### config.mk
export PLATFORM = sky130hd
export DESIGN_NAME = md_audio_mixer
export DESIGN_NICKNAME = d
export VERILOG_FILES = /design/src/rtl/md_audio_mixer.sv
export SDC_FILE = /design/constraint.sdc
export NUM_CORES = 1
export LEC_CHECK = 0
export ABC_AREA = 1
export CORE_UTILIZATION = 40
export CTS_BUF_LIST = sky130_fd_sc_hd__clkbuf_8
export CTS_CLUSTER_SIZE = 30
export DETAILED_ROUTE_END_ITERATION = 10
export GPL_TIMING_DRIVEN = 0
export PLACE_DENSITY = 0.7
export SLEW_MARGIN = 20
export SYNTH_ARGS = -nofsm -noshare
export SYNTH_HDL_FRONTEND = slang
export SYNTH_SLANG_ARGS = --single-unit
### constraint.sdc
create_clock -name MCLK -period 7.4 [get_ports MCLK]
set_input_delay 2.22 -clock MCLK [delete_from_list [all_inputs] [get_ports MCLK]]
set_output_delay 2.22 -clock MCLK [all_outputs]
set_load 0.02 [all_outputs]
### src/rtl/md_audio_mixer.sv
// md_audio_mixer: N-channel time-multiplexed gain/pan/saturating audio mixer, one channel per clock.
// Define MIXER_ROUND_EN for round-half-up gain products instead of truncation.
module md_audio_mixer #(
   parameter int CH = 4,
   parameter int IW = 16,
   parameter int OW = 16,
   parameter int GW = 8
) (
   input  logic             MCLK,
   input  logic             reset,
   input  logic             smp_strobe,
   input  logic [CH*IW-1:0] ch_data,
   input  logic [CH*GW-1:0] ch_gain,
   input  logic [2*CH-1:0]  ch_pan,
   input  logic             clip_clr,
   output logic             busy,
   output logic             out_valid,
   output logic [OW-1:0]    out_l,
   output logic [OW-1:0]    out_r,
   output logic             clip_l,
   output logic             clip_r,
   output logic             overrun
);
   localparam int AW = IW + 2 + $clog2(CH);
   localparam int PW = IW + GW + 1;
   localparam int XW = (AW > OW ? AW : OW) + 1;
   localparam int NW = $clog2(CH);
`ifdef MIXER_ROUND_EN
   localparam logic signed [PW-1:0] RND = (GW > 1) ? PW'(1) << ((GW > 1) ? GW - 2 : 0) : '0;
`else
   localparam logic signed [PW-1:0] RND = '0;
`endif
   localparam logic signed [XW-1:0] MAXV = XW'({(OW-1){1'b1}});
   localparam logic signed [XW-1:0] MINV = ~MAXV;

   typedef enum logic [1:0] {IDLE, ACC, SAT} state_t;

   state_t                 state_q, state_d;
   logic [NW-1:0]          idx_q, idx_d;
   logic [CH*IW-1:0]       data_q, data_d;
   logic [CH*GW-1:0]       gain_q, gain_d;
   logic [2*CH-1:0]        pan_q, pan_d;
   logic signed [AW-1:0]   acc_l_q, acc_l_d, acc_r_q, acc_r_d;
   logic [OW-1:0]          out_l_q, out_l_d, out_r_q, out_r_d;
   logic                   out_valid_q, out_valid_d, busy_q, busy_d;
   logic                   clip_l_q, clip_l_d, clip_r_q, clip_r_d, overrun_q, overrun_d;
   logic signed [IW-1:0]   smp;
   logic [GW-1:0]          gn;
   logic signed [PW-1:0]   prod;
   logic signed [AW-1:0]   p;
   logic [OW:0]            sat_l, sat_r;

   // {clipped, clamped value}; widened so the bounds compare correctly for any OW vs AW
   function automatic logic [OW:0] clamp(input logic signed [AW-1:0] a);
      logic signed [XW-1:0] x;
      x = XW'(a);
      return (x > MAXV) ? {1'b1, MAXV[OW-1:0]} : (x < MINV) ? {1'b1, MINV[OW-1:0]} : {1'b0, x[OW-1:0]};
   endfunction

   always_comb begin
      smp = data_q[int'(idx_q)*IW +: IW];
      gn = gain_q[int'(idx_q)*GW +: GW];
      prod = smp * $signed({1'b0, gn}) + RND;
      p = AW'(prod >>> (GW - 1));
      sat_l = clamp(acc_l_q);
      sat_r = clamp(acc_r_q);
      state_d = state_q;
      idx_d = idx_q;
      data_d = data_q;
      gain_d = gain_q;
      pan_d = pan_q;
      acc_l_d = acc_l_q;
      acc_r_d = acc_r_q;
      out_l_d = out_l_q;
      out_r_d = out_r_q;
      out_valid_d = 1'b0;
      clip_l_d = clip_l_q & ~clip_clr;
      clip_r_d = clip_r_q & ~clip_clr;
      overrun_d = (smp_strobe && state_q != IDLE) | (overrun_q & ~clip_clr);
      case (state_q)
         IDLE: if (smp_strobe) begin
            data_d = ch_data;
            gain_d = ch_gain;
            pan_d = ch_pan;
            acc_l_d = '0;
            acc_r_d = '0;
            idx_d = '0;
            state_d = ACC;
         end
         ACC: begin
            acc_l_d = acc_l_q + (pan_q[2*int'(idx_q)] ? p : '0);
            acc_r_d = acc_r_q + (pan_q[2*int'(idx_q)+1] ? p : '0);
            idx_d = idx_q + 1'b1;
            state_d = (idx_q == NW'(CH - 1)) ? SAT : ACC;
         end
         SAT: begin
            out_l_d = sat_l[OW-1:0];
            out_r_d = sat_r[OW-1:0];
            clip_l_d = sat_l[OW] | clip_l_d;
            clip_r_d = sat_r[OW] | clip_r_d;
            out_valid_d = 1'b1;
            state_d = IDLE;
         end
         default: state_d = IDLE;
      endcase
      busy_d = (state_d != IDLE);
   end

   always_ff @(posedge MCLK) begin
      if (reset) begin
         state_q <= IDLE;
         idx_q <= '0;
         data_q <= '0;
         gain_q <= '0;
         pan_q <= '0;
         acc_l_q <= '0;
         acc_r_q <= '0;
         out_l_q <= '0;
         out_r_q <= '0;
         out_valid_q <= 1'b0;
         busy_q <= 1'b0;
         clip_l_q <= 1'b0;
         clip_r_q <= 1'b0;
         overrun_q <= 1'b0;
      end else begin
         state_q <= state_d;
         idx_q <= idx_d;
         data_q <= data_d;
         gain_q <= gain_d;
         pan_q <= pan_d;
         acc_l_q <= acc_l_d;
         acc_r_q <= acc_r_d;
         out_l_q <= out_l_d;
         out_r_q <= out_r_d;
         out_valid_q <= out_valid_d;
         busy_q <= busy_d;
         clip_l_q <= clip_l_d;
         clip_r_q <= clip_r_d;
         overrun_q <= overrun_d;
      end
   end

   assign busy = busy_q;
   assign out_valid = out_valid_q;
   assign out_l = out_l_q;
   assign out_r = out_r_q;
   assign clip_l = clip_l_q;
   assign clip_r = clip_r_q;
   assign overrun = overrun_q;
endmodule

==> flow_summary.toml <==
[status]
outcome = "completed"

[yosys]
synth_top_cell_by_area = "dfxtp_1"
avgSynthCellArea_um2 = 7.17
seq_area_frac_synth_pct = 26.9
synth_commonest_cells = "nor2_1 (348), nand2_1 (328), inv_1 (216)"
synthCells = 1918
ys_seq_elements = 185
synth_ff_type = "dfxtp_1"
synth_edf_count = 0
yosysWarningCount = 0
synth_top_area_share_pct = 26.9
synth.most_common_cell = "nor2_1"
synth_area_leaders = "dfxtp_1 (27%), fa_1 (15%), nor2_1 (9.5%), nand2_1 (9.0%), ha_1 (7.7%)"
async_flop_share_pct = 0
syn_nets = 2214
mappedNetlistArea_um2 = 13700
yosysUniqueCellTypes = 47

[detailed_routing]
drt-initial-drc-count = 841
drt-total-wl_um = 39000
drc_errors = 0
vias_per_cell = 5.13
antenna_left = 0
first_pass_iters = 5
vias = 13099
wl_per_cell_um = 15.3

[timing]
whs_ns = 0.462
hold_violations = 0
tightest_slew_ns = 0.876
clock.fmax_ghz = 0.139
setup_viol = 0
period_share_pct = 97.2
skew_ns = 0.0282
fin_ws_ns = 0.209
relSlewSlack_pct = 41.6
min_period_ns = 7.19
drv_slew = 0

[clock_network]
ctsLongestPathBuffers = 2
insertion_delay_ns = 0.50
cts_buffers = 17
cts_tree = "done"
root_buffer = "clkbuf_8"
cts_max_level = 4
clk_pin_slew_ns = 0.12
clkSinkCount = 185

[setup_path]
crit_type = "flop to flop"
cp_slowest_cell = "fa_1"
critPathMaxStageDelay_ns = 0.55
crit_required_ns = 7.83
arrival_ns = 7.62
crit_path_start_kind = "flop"
cp_max_fo = 19
endpoint_kind = "flop"

[floorplan]
fp.dieW_um = 187
io_pins = 145
placementRows = 67
initial_core_util_pct = 40.8
coreArea_um2 = 33700
die-area_um2 = 35100
die_h_um = 187

[final_layout]
area_delta_synth_final_pct = 22.4
fin_util_pct = 49.9
design_area_um2 = 16800
fillers = 3307
nets = 2386
layout-drive-gt1-share_pct = 8.04
antenna-diode-count = 0

[worst_hold_path]
min_path_type = "flop to flop"

[global_route]
grt_start_max_net_pins = 22
gr-total-overflow = 0
grt_pass1_vias = 13068
grt_pass1_wl_um = 63800
grt_antenna_before_repair = 0
grt_usage_pct = 22.5

[place]
io_buffers = 143
gp_congestion = 0.917
place_ws_ns = -0.973
post_dp_cell_area_um2 = 15700
hpwl_um = 31400

[job]
cap_violations = 0

[pwr]
leakagePower_uw = 0.00720
finalPower_uw = 3370
pwr_density_cell_nw_per_um2 = 200
ir_worst_vdd_uv = 136
[repair_timing]
| item | 4_1_cts | 5_1_grt |
|---|---|---|
| resized for setup | 55 | 72 |
| setup endpoints to repair | 30 | 20 |
| hold buffers | 0 | 0 |
| pin swaps | 2 | 18 |
| setup buffers | 2 | 9 |
[state kept, by name (all words and copies together) (netlist names)]
signal	cells
clip_r	1
pan_q	8
clip_l	1
gain_q	32
busy	1
idx_q	2
data_q	64
out_l	16
out_valid	1
state_q	2
out_r	16
overrun	1
acc_l_q	20
acc_r_q	20
[path summary, 6_finish.rpt]
kind	start	to	slack, ns	cells past startpoint
max	idx_q[0]	acc_l_q[19]	0.21	33
min	pan_q[4]	pan_q[4]	0.46	2
max reg2reg	idx_q[0]	acc_l_q[19]	0.21	33
min reg2reg	pan_q[4]	pan_q[4]	0.46	2
[area by class of cell]
type                       count  area [µm²]  share of cell area [%]
clock inverter                15         191                    1.14
multi-input combinational   1422        9280                    55.2
sequential                   185        3710                    22.0
buffer                        80         450                    2.68
timing repair buffer         154        1530                    9.09
inverter                     230         868                    5.16
tap                          448         561                    3.33
clock buffer                  17         234                    1.39
[worst max-delay path: cells and delay by family (launching register included)]
family	cells	cell delay, ns
and+or+nand+nor	7	0.68
xor gates and xnor gates	1	0.27
AOI/OAI and AO/OA	11	2.19
buffers and inverters	8	0.80
DFF	1	0.39
adders and majority gates	6	2.79
[power breakdown]
group          leakage (µW)  internal (µW)  total (µW)  switching, µW
combinational       0.00547            554        1530            975
clock              0.000211            263         729            466
sequential          0.00152           1060        1110           45.7
[stage by stage]
stage / std cells / TNS (ns)
6_report: 2551 / 0
5_1_grt: 2551 / -0.0751
4_1_cts: 2542 / 0
3_5_place_dp: 2509 / -14.14
3_3_place_gp: 2509 / -11.80
2_1_floorplan: 1918 / 0
[cells in the final DEF (no fill, tap or decap), types with 9 or more instances in the layout]
| cell | n |
|---|---|
| nand4_1 | 10 |
| o21ai_0 | 183 |
| inv_2 | 13 |
| nor2_1 | 347 |
| a21oi_1 | 181 |
| nand2_2 | 13 |
| o21ai_1 | 16 |
| nand3_1 | 36 |
| a21oi_2 | 9 |
| ha_1 | 79 |
| buf_4 | 10 |
| clkbuf_8 | 19 |
| nand2_1 | 324 |
| or2_2 | 10 |
| clkdlybuf4s50_1 | 143 |
| xnor2_1 | 10 |
| dfxtp_1 | 184 |
| clkbuf_1 | 57 |
| inv_1 | 216 |
| a32oi_2 | 12 |
| fa_1 | 101 |
[logic make-up (layout without fill, tap and decap cells)]
logic type / after synthesis / in the layout / share of synthesized area, %
flip-flops: 185 / 185 / 26.9
AO/OA/AOI/OAI: 443 / 443 / 17.7
adder cells (fa/ha/maj): 188 / 188 / 22.7
AND/OR/NAND/NOR: 767 / 767 / 22.4
XOR/XNOR: 24 / 24 / 1.53
buffers and inverters: 311 / 496 / 8.62
[routing by layer]
metal | GRT usage [%] | share of wire, % | wire [µm] | vias up
met4 | 8.66 | 3.4 | 1330 | 0
met3 | 2.36 | 3.8 | 1480 | 79
li1 | - | - | - | 6506
met1 | 28.2 | 45 | 17500 | 6171
met5 | 0 | 0 | 0 | -
met2 | 39.6 | 48 | 18700 | 343
Power figures use the tool's default switching activity.
